<file path="src/rtl/mem_stage_if.sv">
// -----------------------------------------------------------------------------
// mem_stage_if : data-memory request/acknowledge bus used by mem_stage.
//
// Signals
//   dmem_req   : access request, held high until dmem_ack
//   dmem_we    : 1 = write, 0 = read
//   dmem_addr  : byte address of the access
//   dmem_wdata : store data
//   dmem_rdata : load data, valid in the cycle dmem_ack is high
//   dmem_ack   : access completion strobe
//
// Modports
//   master : the pipeline stage that issues requests
//   slave  : the memory that answers them
// -----------------------------------------------------------------------------
interface mem_stage_if;
  logic        dmem_req;
  logic        dmem_we;
  logic [31:0] dmem_addr;
  logic [31:0] dmem_wdata;
  logic [31:0] dmem_rdata;
  logic        dmem_ack;

  modport master (
    output dmem_req,
    output dmem_we,
    output dmem_addr,
    output dmem_wdata,
    input  dmem_rdata,
    input  dmem_ack
  );

  modport slave (
    input  dmem_req,
    input  dmem_we,
    input  dmem_addr,
    input  dmem_wdata,
    output dmem_rdata,
    output dmem_ack
  );
endinterface

</file>
<file path="src/rtl/mem_stage.sv">
// -----------------------------------------------------------------------------
// mem_stage : MEM pipeline stage with a two-state (IDLE/ACCESS) data-memory
// handshake FSM and the MEM/WB pipeline register.
//
// Ports
//   clock, reset        : rising-edge clock, synchronous active-high reset
//   iInstr .. iPC       : EX/MEM register contents (control, ALU result,
//                         store data, branch target, PC values)
//   dmem                : data-memory bus (mem_stage_if.master)
//   stall               : holds the EX/MEM register while an access is pending
//   pcsrc, pcTarget     : fetch redirect strobe and address
//   omisalign           : one-cycle pulse on a misaligned access
//   oInstr .. owriteRegWire : MEM/WB register contents
//
// Build option
//   MEM_ALIGN_CHECK_EN : when defined, an access with a non-word-aligned
//   address is not issued; it retires immediately with register write
//   suppressed and omisalign pulsed. When undefined, addresses pass through
//   unchanged and omisalign stays 0.
// -----------------------------------------------------------------------------
module mem_stage (
  input  logic        clock,
  input  logic        reset,
  // EX/MEM side
  input  logic [31:0] iInstr,
  input  logic        iRegWrite,
  input  logic        iMemRead,
  input  logic        iMemWrite,
  input  logic        iMemToReg,
  input  logic        iBranch,
  input  logic        iinvertzero,
  input  logic        iJump,
  input  logic        iZero,
  input  logic        ivalid,
  input  logic [31:0] iB,
  input  logic [31:0] iResult,
  input  logic [31:0] inextPCBranch,
  input  logic [31:0] iNPC1,
  input  logic [31:0] iPC,
  input  logic [4:0]  iwriteRegWire,
  // data memory
  mem_stage_if.master dmem,
  // control
  output logic        stall,
  output logic        pcsrc,
  output logic [31:0] pcTarget,
  output logic        omisalign,
  // MEM/WB side
  output logic [31:0] oInstr,
  output logic [31:0] oReadData,
  output logic [31:0] oResult,
  output logic [31:0] oNPC1,
  output logic [31:0] oPC,
  output logic        oRegWrite,
  output logic        oMemToReg,
  output logic        ovalid,
  output logic [4:0]  owriteRegWire
);

  typedef enum logic [0:0] {
    IDLE   = 1'b0,
    ACCESS = 1'b1
  } state_e;

  state_e      state_q;

  // Bus registers
  logic        req_q;
  logic        we_q;
  logic [31:0] addr_q;
  logic [31:0] wdata_q;

  // Copy of the instruction held while the access is outstanding
  logic [31:0] instr_l_q;
  logic [31:0] result_l_q;
  logic [31:0] npc1_l_q;
  logic [31:0] pc_l_q;
  logic        regwrite_l_q;
  logic        memtoreg_l_q;
  logic [4:0]  wreg_l_q;

  // MEM/WB registers
  logic [31:0] instr_q;
  logic [31:0] readdata_q;
  logic [31:0] result_q;
  logic [31:0] npc1_q;
  logic [31:0] pc_q;
  logic        regwrite_q;
  logic        memtoreg_q;
  logic        valid_q;
  logic [4:0]  wreg_q;
  logic        misalign_q;

  logic        access_s;
  logic        misalign_s;
  logic        start_s;
  logic        stall_s;
  logic        pcsrc_s;

  assign access_s = ivalid & (iMemRead | iMemWrite);

`ifdef MEM_ALIGN_CHECK_EN
  assign misalign_s = access_s & (iResult[1:0] != 2'b00);
`else
  assign misalign_s = 1'b0;
`endif

  // A misaligned access is retired in place instead of being issued.
  assign start_s = access_s & ~misalign_s;

  // Stall and redirect are combinational so the EX/MEM register and fetch
  // react in the same cycle; a redirect is never taken during an access.
  always_comb begin
    stall_s = 1'b0;
    pcsrc_s = 1'b0;
    case (state_q)
      IDLE: begin
        stall_s = start_s;
        pcsrc_s = ivalid & (iJump | (iBranch & (iZero ^ iinvertzero)));
      end
      ACCESS: begin
        stall_s = ~dmem.dmem_ack;
        pcsrc_s = 1'b0;
      end
      default: begin
        stall_s = 1'b0;
        pcsrc_s = 1'b0;
      end
    endcase
  end

  // Handshake FSM, bus registers and MEM/WB register.
  always_ff @(posedge clock) begin
    if (reset) begin
      state_q      <= IDLE;
      req_q        <= 1'b0;
      we_q         <= 1'b0;
      addr_q       <= 32'h0000_0000;
      wdata_q      <= 32'h0000_0000;
      instr_l_q    <= 32'h0000_0000;
      result_l_q   <= 32'h0000_0000;
      npc1_l_q     <= 32'h0000_0000;
      pc_l_q       <= 32'h0000_0000;
      regwrite_l_q <= 1'b0;
      memtoreg_l_q <= 1'b0;
      wreg_l_q     <= 5'd0;
      instr_q      <= 32'h0000_0000;
      readdata_q   <= 32'h0000_0000;
      result_q     <= 32'h0000_0000;
      npc1_q       <= 32'h0000_0000;
      pc_q         <= 32'h0000_0000;
      regwrite_q   <= 1'b0;
      memtoreg_q   <= 1'b0;
      valid_q      <= 1'b0;
      wreg_q       <= 5'd0;
      misalign_q   <= 1'b0;
    end else begin
      case (state_q)
        IDLE: begin
          if (start_s) begin
            state_q      <= ACCESS;
            req_q        <= 1'b1;
            // Read+write together is treated as a write.
            we_q         <= iMemWrite;
            addr_q       <= iResult;
            wdata_q      <= iB;
            instr_l_q    <= iInstr;
            result_l_q   <= iResult;
            npc1_l_q     <= iNPC1;
            pc_l_q       <= iPC;
            regwrite_l_q <= iRegWrite;
            memtoreg_l_q <= iMemToReg;
            wreg_l_q     <= iwriteRegWire;
            valid_q      <= 1'b0;
            misalign_q   <= 1'b0;
          end else begin
            instr_q      <= iInstr;
            readdata_q   <= 32'h0000_0000;
            result_q     <= iResult;
            npc1_q       <= iNPC1;
            pc_q         <= iPC;
            regwrite_q   <= iRegWrite & ~misalign_s;
            memtoreg_q   <= iMemToReg;
            wreg_q       <= iwriteRegWire;
            valid_q      <= ivalid;
            misalign_q   <= misalign_s;
          end
        end
        ACCESS: begin
          misalign_q <= 1'b0;
          if (dmem.dmem_ack) begin
            state_q    <= IDLE;
            req_q      <= 1'b0;
            we_q       <= 1'b0;
            addr_q     <= 32'h0000_0000;
            wdata_q    <= 32'h0000_0000;
            instr_q    <= instr_l_q;
            readdata_q <= we_q ? 32'h0000_0000 : dmem.dmem_rdata;
            result_q   <= result_l_q;
            npc1_q     <= npc1_l_q;
            pc_q       <= pc_l_q;
            regwrite_q <= regwrite_l_q;
            memtoreg_q <= memtoreg_l_q;
            wreg_q     <= wreg_l_q;
            valid_q    <= 1'b1;
          end else begin
            // Bubble into WB while the memory is busy.
            valid_q    <= 1'b0;
          end
        end
        default: begin
          state_q    <= IDLE;
          req_q      <= 1'b0;
          we_q       <= 1'b0;
          addr_q     <= 32'h0000_0000;
          wdata_q    <= 32'h0000_0000;
          valid_q    <= 1'b0;
          regwrite_q <= 1'b0;
          misalign_q <= 1'b0;
        end
      endcase
    end
  end

  assign dmem.dmem_req   = req_q;
  assign dmem.dmem_we    = we_q;
  assign dmem.dmem_addr  = addr_q;
  assign dmem.dmem_wdata = wdata_q;

  assign stall         = stall_s;
  assign pcsrc         = pcsrc_s;
  assign pcTarget      = inextPCBranch;
  assign omisalign     = misalign_q;

  assign oInstr        = instr_q;
  assign oReadData     = readdata_q;
  assign oResult       = result_q;
  assign oNPC1         = npc1_q;
  assign oPC           = pc_q;
  assign oRegWrite     = regwrite_q;
  assign oMemToReg     = memtoreg_q;
  assign ovalid        = valid_q;
  assign owriteRegWire = wreg_q;

endmodule

</file>
<file path="src/flat_wrapper.sv">
// flat-port wrapper written by rule: the top's interface ports become plain ports
module mem_stage_flat 
  (clock, reset, iInstr, iRegWrite, iMemRead, iMemWrite, iMemToReg, iBranch, iinvertzero, iJump, iZero, ivalid, iB, iResult, inextPCBranch, iNPC1, iPC, iwriteRegWire, stall, pcsrc, pcTarget, omisalign, oInstr, oReadData, oResult, oNPC1, oPC, oRegWrite, oMemToReg, ovalid, owriteRegWire, dmem_dmem_req, dmem_dmem_we, dmem_dmem_addr, dmem_dmem_wdata, dmem_dmem_rdata, dmem_dmem_ack);
  mem_stage_if dmem_i ();
  input  logic clock;
  input  logic reset;
  input  logic [31:0] iInstr;
  input  logic iRegWrite;
  input  logic iMemRead;
  input  logic iMemWrite;
  input  logic iMemToReg;
  input  logic iBranch;
  input  logic iinvertzero;
  input  logic iJump;
  input  logic iZero;
  input  logic ivalid;
  input  logic [31:0] iB;
  input  logic [31:0] iResult;
  input  logic [31:0] inextPCBranch;
  input  logic [31:0] iNPC1;
  input  logic [31:0] iPC;
  input  logic [4:0] iwriteRegWire;
  output logic stall;
  output logic pcsrc;
  output logic [31:0] pcTarget;
  output logic omisalign;
  output logic [31:0] oInstr;
  output logic [31:0] oReadData;
  output logic [31:0] oResult;
  output logic [31:0] oNPC1;
  output logic [31:0] oPC;
  output logic oRegWrite;
  output logic oMemToReg;
  output logic ovalid;
  output logic [4:0] owriteRegWire;
  output wire logic [$bits(dmem_i.dmem_req)-1:0] dmem_dmem_req;
  output wire logic [$bits(dmem_i.dmem_we)-1:0] dmem_dmem_we;
  output wire logic [$bits(dmem_i.dmem_addr)-1:0] dmem_dmem_addr;
  output wire logic [$bits(dmem_i.dmem_wdata)-1:0] dmem_dmem_wdata;
  input wire logic [$bits(dmem_i.dmem_rdata)-1:0] dmem_dmem_rdata;
  input wire logic [$bits(dmem_i.dmem_ack)-1:0] dmem_dmem_ack;
  assign dmem_dmem_req = dmem_i.dmem_req;
  assign dmem_dmem_we = dmem_i.dmem_we;
  assign dmem_dmem_addr = dmem_i.dmem_addr;
  assign dmem_dmem_wdata = dmem_i.dmem_wdata;
  assign dmem_i.dmem_rdata = dmem_dmem_rdata;
  assign dmem_i.dmem_ack = dmem_dmem_ack;
  mem_stage u_core (.clock(clock), .reset(reset), .iInstr(iInstr), .iRegWrite(iRegWrite), .iMemRead(iMemRead), .iMemWrite(iMemWrite), .iMemToReg(iMemToReg), .iBranch(iBranch), .iinvertzero(iinvertzero), .iJump(iJump), .iZero(iZero), .ivalid(ivalid), .iB(iB), .iResult(iResult), .inextPCBranch(inextPCBranch), .iNPC1(iNPC1), .iPC(iPC), .iwriteRegWire(iwriteRegWire), .dmem(dmem_i), .stall(stall), .pcsrc(pcsrc), .pcTarget(pcTarget), .omisalign(omisalign), .oInstr(oInstr), .oReadData(oReadData), .oResult(oResult), .oNPC1(oNPC1), .oPC(oPC), .oRegWrite(oRegWrite), .oMemToReg(oMemToReg), .ovalid(ovalid), .owriteRegWire(owriteRegWire));
endmodule
</file>
<file path="config.mk">
export PLATFORM = sky130hd
export DESIGN_NAME = mem_stage_flat
export DESIGN_NICKNAME = d
export VERILOG_FILES = /design/src/rtl/mem_stage_if.sv /design/src/rtl/mem_stage.sv /design/src/flat_wrapper.sv
export SDC_FILE = /design/constraint.sdc
export NUM_CORES = 1
export LEC_CHECK = 0
export ABC_CLOCK_PERIOD_IN_PS = 2100
export CAP_MARGIN = 20
export CORE_AREA = 2 2 201 203
export CTS_BUF_LIST = sky130_fd_sc_hd__clkbuf_8
export CTS_CLUSTER_DIAMETER = 150
export DETAILED_ROUTE_END_ITERATION = 16
export DIE_AREA = 0 0 203 205
export DONT_BUFFER_PORTS = 1
export GPL_TIMING_DRIVEN = 0
export HOLD_SLACK_MARGIN = 0.06
export PLACE_DENSITY = 0.67
export SKIP_LAST_GASP = 1
export SYNTH_ARGS = -nofsm -noshare
export SYNTH_HDL_FRONTEND = slang
export SYNTH_SLANG_ARGS = --single-unit
</file>
<file path="constraint.sdc">
create_clock -name clock -period 2.1 [get_ports clock]
set_clock_uncertainty 0.05 [all_clocks]
set_input_delay 0.315 -clock clock [delete_from_list [all_inputs] [get_ports clock]]
set_output_delay 0.315 -clock clock [all_outputs]
set_load 0.01 [all_outputs]
</file>
* Word-level counts from Yosys, hierarchy flattened
Index checks and enable logic that the tools add are counted.
** Operators by class
- Equal/unequal tests :: 3
- Muxes and demuxes :: 43
- Reductions and logical operators :: 3
- Bitwise gates (word level) :: 8
** Operator list (number)
- 32-bit 2-to-1 mux :: 14
- 32-bit case mux with 2 select lines :: 7
- 1-bit case mux with 2 select lines :: 8
- 1-bit 2-to-1 mux :: 11
- 5-bit 2-to-1 mux :: 2
- 5-bit case mux with 2 select lines :: 1
- 2-bit AND reduction :: 3
- 2-bit inequality test (second input constant) :: 2
- 1-bit AND :: 3
- 2-bit by 1-bit inequality test with 1-bit output (second input constant) :: 1
- 1-bit NOT :: 2
- 1-bit bitwise OR :: 2
- 1-bit bitwise XOR :: 1
** Storage, ports and cells
- Bits of input ports :: 241
- Flip-flop bits (word level) :: 370
- Output and inout port bits :: 269

* Longest topological paths before layout
- Word-level depth :: 5
- Gate-level depth with buffers :: 8
- Depth with buffers taken out :: 3

* Worst setup path after synthesis
No wires, ideal clock.
- Path kind :: reg-to-reg
- From :: register u_core.state_q
- To :: register u_core.npc1_q[0] (netlist: u_core.oNPC1[0])
- Required time :: 1934 ps
- Data arrival time :: 1414 ps
- Stages on the path, launching flop included :: 9
- Period minus slack after synthesis :: 1579 ps
- Buffers on the path :: 5
- Library setup time :: 116 ps
- Setup slack :: 521 ps
- Cells stage by stage :: dfxtp_1 nor2b_1 buf_6 buf_6 a21o_1 buf_6 buf_6 buf_6 a31o_1
** On the way
- Longest elaborated chain between the ends :: 3
** RTL lines
- start: declaration :: RTL line mem_stage.sv:65 : state_e state_q;
- start signal: assignment :: RTL line mem_stage.sv:135 : state_q <= IDLE;
- start signal: assignment :: RTL line mem_stage.sv:161 : state_q <= ACCESS;
- start signal: assignment :: RTL line mem_stage.sv:192 : state_q <= IDLE;
- 1-bit NOT (no source line)
- 2-bit inequality test (no source line)
- 2-bit AND reduction (no source line)
- end signal: assignment :: RTL line mem_stage.sv:180 : npc1_q <= iNPC1;
- end signal: assignment :: RTL line mem_stage.sv:200 : npc1_q <= npc1_l_q;
- end: declaration :: RTL line mem_stage.sv:86 : logic [31:0] npc1_q;
Parallel ways exist; a longest one is shown, timed or not.
A chain may end at the register's enable or synchronous reset.

* Worst setup path in the final report
- From :: register u_core.state_q
- To :: output stall
** On the way
- Longest elaborated chain between the ends :: 2
** RTL lines
- 1-bit NOT (no source line)
- 1-bit case mux with 2 select lines * :: RTL line mem_stage.sv:116 : case (state_q)
- end: declaration :: RTL line flat_wrapper.sv:23 : output logic stall;
Every way passes the cells marked *; elsewhere a longest branch is shown, timed or not.

==> run summary <==
The run gives 0 as the number of pins exceeding their max-slew limit in the final report. For this design, the slowest cell found on the critical path is sky130_fd_sc_hd__dfxtp_1. Setup repair after global routing could not meet its margin everywhere. After detailed routing, the total wire length is 62.6 mm.

For the maximum frequency from static timing analysis, the log shows 483 MHz. The tree is rooted in a sky130_fd_sc_hd__clkbuf_8. The fraction of final layout cells sized beyond drive strength 1 came out at 12.0%. Before antenna repair, the detailed router went through 8 iterations.

Source-to-sink clock delay at the later pin of the worst-skew pair: 0.61 ns. The critical path endpoint category is an output port. The logs give 1.74 ns for the worst endpoint required time and 7410 sq um for the sequential cell area. After legalization and detailed placement, the total HPWL measured 43.7 mm. The worst path in the final design needs a cycle of 2.07 ns, including I/O delays and setup. The tools report the launch instance of the worst register-to-register path as u_core.state_q.

The via count of the routed design was 15575. Synthesis inferred 370 register bits. Entering global routing, the biggest net connects 11 pins. The run finished with clean final reports. TritonCTS built the clock tree. The via count of the first global-routing pass was 15690; the die span in y was 205 microns. The tools report the remaining design rule violation count as 0. The count of buffers from port buffering was 0.

Synthesis produced 1653 cells. After detailed routing, the average wire length per cell comes to 25.1 microns. Once detail routing completed, the nets flagged for antenna violations numbered 0. After floorplanning, the core was sized to cover 39400 sq um. For the worst path setup slack after routing, the log shows 0.0312 ns. At the worst endpoint, the arrival time is 1.70 ns. In this run the worst setup path begins at u_core.state_q.

The net count after synthesis was 1894. The violation count after the first detailed-route iteration was 1282; the static leakage was 7.00 nW. Counting along the longest clock path gives a buffer depth of 3.

Across the run, the number of max-cap violations was 0. For the pin with the worst max-slew slack, the measured transition is 1.08 ns. The initialized floorplan defines 73 standard-cell rows. The final layout contains 2169 nets. In this run the mean area of a mapped cell was 9.64 sq um. Routability-driven placement finished with a final weighted congestion of 0.872. The tools report the number of buffers added by the clock tree synthesis step as 66. The synthesis warning total was 0; the number of enable flip-flop cells after synthesis was 0.

CTS built an H-tree with a depth of 3. The cell area that synthesis handed to floorplanning was 15900 sq um. Clock-pin slew was measured on the worst setup and hold paths at 0.06 ns. The die covers 41600 sq um. Of the available clock period, the critical path in the final layout requires 98.5%. Sequential cells were found to cover 46.5% of the synthesized design area. The critical path contains buffers and inverters numbering 3 combined.

The tree built by TritonCTS fans out to 370 sinks. The maximum fanout encountered on the critical timing path was 10. Yosys mapped the design onto 29 distinct sky130hd cell types. The initial core utilization is 40.5%. In the routed layout, each cell is associated on average with a via count of 6.23. The top cell family by delay on the critical path is buffers and inverters.

The first global-routing pass estimated 93.3 mm of wire. After global routing the overflow that remains totals 0. The hold violation count in the final report is 0. By startpoint and endpoint, the worst setup path is classified as flip-flop to output port.

Setup violations remaining at the end of the flow were counted as 0. The placement-stage worst setup slack was -0.361 ns; the fraction of registers with async set/reset was 0%. The setup check on the worst reg-to-reg path leaves a slack of 0.05 ns.

The peak ir drop on the vdd network is 0.591 mV, and the worst slew slack as a fraction of its limit is 27.7%. Total power divided by cell area: 853 nW/um^2. The signal on the critical path passes through nor2b_1 -> buf_6 -> a21o_1 -> buf_6 -> buf_6.

From synthesis to final layout, the design area changed by 25.7%. The start point of the worst min-delay path was iPC[1]. The die width is 203 microns. Fill cells in the final layout number 3549. Most frequent cell on the critical path: sky130_fd_sc_hd__buf_6.

The final hold slack is 0.106 ns. Across every metal layer, demand over resource in global routing totals 29.1%. The element type at the critical path start was a flip-flop.

The path class of the tightest hold or removal check is input pin to flip-flop. The dominant register cell in the synthesized netlist was sky130_fd_sc_hd__dfxtp_1. The area of the multi-input gates came out at 7190 sq um.

The number of top-level design ports was 510; the initial antenna violation count was 0. In the layout the commonest cells are sky130_fd_sc_hd__dfxtp_1 (370), sky130_fd_sc_hd__a21oi_1 (202), sky130_fd_sc_hd__dlygate4sd3_1 (201). The delay of the slowest cell on the worst path was 0.36 ns. The library cell used most frequently in the layout, excluding fill and tap cells, is sky130_fd_sc_hd__dfxtp_1. The tools report the number of antenna cells inserted as 0.
through the flow:
stage	utilization (%)	instances	area [sq um]	total power, W	TNS (ns)
2_1_floorplan	-	1653	15900	0.00948	0
3_3_place_gp	42.1	2178	16600	0.0101	-62.52
3_5_place_dp	42.2	2179	16600	0.0102	-51.13
4_1_cts	50.7	2497	20000	0.0171	-0.0869
5_1_grt	50.9	2498	20000	0.0177	-0.188
6_report	50.9	2498	20000	0.0171	0
kinds of logic (layout without fill, tap and decap cells):
logic type,after synthesis,count (layout),synth area share [%]
AO/OA/AOI/OAI,706,706,30.6
other,1,1,0.0235
buffers and inverters,261,581,8.67
XOR/XNOR,1,1,0.0550
flip-flops,370,370,46.5
multiplexers,135,135,8.48
AND/OR/NAND/NOR,179,179,5.65
routing by layer:
| layer | global-route usage (%) | up-vias | wire (microns) | part of all wire, % |
|---|---|---|---|---|
| met4 | 15.2 | 0 | 3000 | 4.8 |
| met2 | 48.7 | 872 | 29900 | 48 |
| met1 | 34.2 | 7594 | 24200 | 39 |
| met3 | 7.60 | 191 | 5480 | 8.7 |
| met5 | 0 | - | 0 | 0 |
| li1 | - | 6918 | - | - |
cell type report:
class	instances	share of cell area (%)
buffer	257	6.95
clock buffer	84	5.77
clock inverter	29	0.625
inverter	2	0.0375
multi-input combinational	1022	35.9
sequential	370	37.0
tap	525	3.28
timing repair buffer	209	10.4
where the power goes:
part	total [W]	internal [W]	switching, W
logic	0.00249	0.00103	0.00146
clock network	0.00661	0.00357	0.00303
registers	0.00799	0.00750	0.000490
registers in the layout, summed over array words and instances (netlist names):
| register | count |
|---|---|
| u_core.pc_l_q | 32 |
| u_core.oResult | 32 |
| u_core.regwrite_l_q | 1 |
| u_core.result_l_q | 32 |
| u_core.dmem.dmem_wdata | 32 |
| u_core.instr_l_q | 32 |
| u_core.npc1_l_q | 32 |
| u_core.dmem.dmem_we | 1 |
| u_core.dmem.dmem_req | 1 |
| u_core.oInstr | 32 |
| u_core.oMemToReg | 1 |
| u_core.state_q | 1 |
| u_core.owriteRegWire | 5 |
| u_core.wreg_l_q | 5 |
| u_core.dmem.dmem_addr | 32 |
| u_core.oReadData | 32 |
| u_core.oPC | 32 |
| u_core.oNPC1 | 32 |
| u_core.memtoreg_l_q | 1 |
| u_core.oRegWrite | 1 |
| u_core.ovalid | 1 |
worst min-delay path: stages:
cell	delay [ns]
sky130_fd_sc_hd__mux2i_1	0.13
sky130_fd_sc_hd__a2111oi_1	0.09
sky130_fd_sc_hd__a31o_1	0.18
timing repair:
item	in CTS	in global routing
gates resized for setup	12	38
endpoints found under the setup margin	277	96
pin swaps	1	0
setup buffers	5	2
endpoints found under the hold margin	316	0
hold buffers	201	0
synth_stat cells, types with 2 or more instances:
library cell | number | area share (%)
sky130_fd_sc_hd__dfxtp_1 | 370 | 46
sky130_fd_sc_hd__o21ai_0 | 135 | 4.2
sky130_fd_sc_hd__mux2i_1 | 135 | 8.5
sky130_fd_sc_hd__nor2_1 | 3 | 0.071
sky130_fd_sc_hd__nand2_1 | 3 | 0.071
sky130_fd_sc_hd__clkbuf_1 | 130 | 3.1
sky130_fd_sc_hd__buf_6 | 23 | 1.6
sky130_fd_sc_hd__nor2b_1 | 2 | 0.079
sky130_fd_sc_hd__a2111oi_1 | 5 | 0.31
sky130_fd_sc_hd__a32o_1 | 32 | 2.0
sky130_fd_sc_hd__a31o_1 | 135 | 7.4
sky130_fd_sc_hd__buf_1 | 5 | 0.12
sky130_fd_sc_hd__buf_2 | 60 | 1.9
sky130_fd_sc_hd__a21oi_1 | 202 | 6.3
sky130_fd_sc_hd__buf_4 | 40 | 1.9
sky130_fd_sc_hd__o211ai_1 | 65 | 3.1
sky130_fd_sc_hd__nand3_1 | 167 | 5.2
sky130_fd_sc_hd__a2111oi_0 | 130 | 7.1
final timing paths:
path                            to  cells past startpoint
max                          stall                      5
max reg2reg     u_core.oResult[25]                      6
min reg2reg  u_core.result_l_q[25]                      2
min                  u_core.oPC[1]                      3
(Power assumes the default switching activity.)
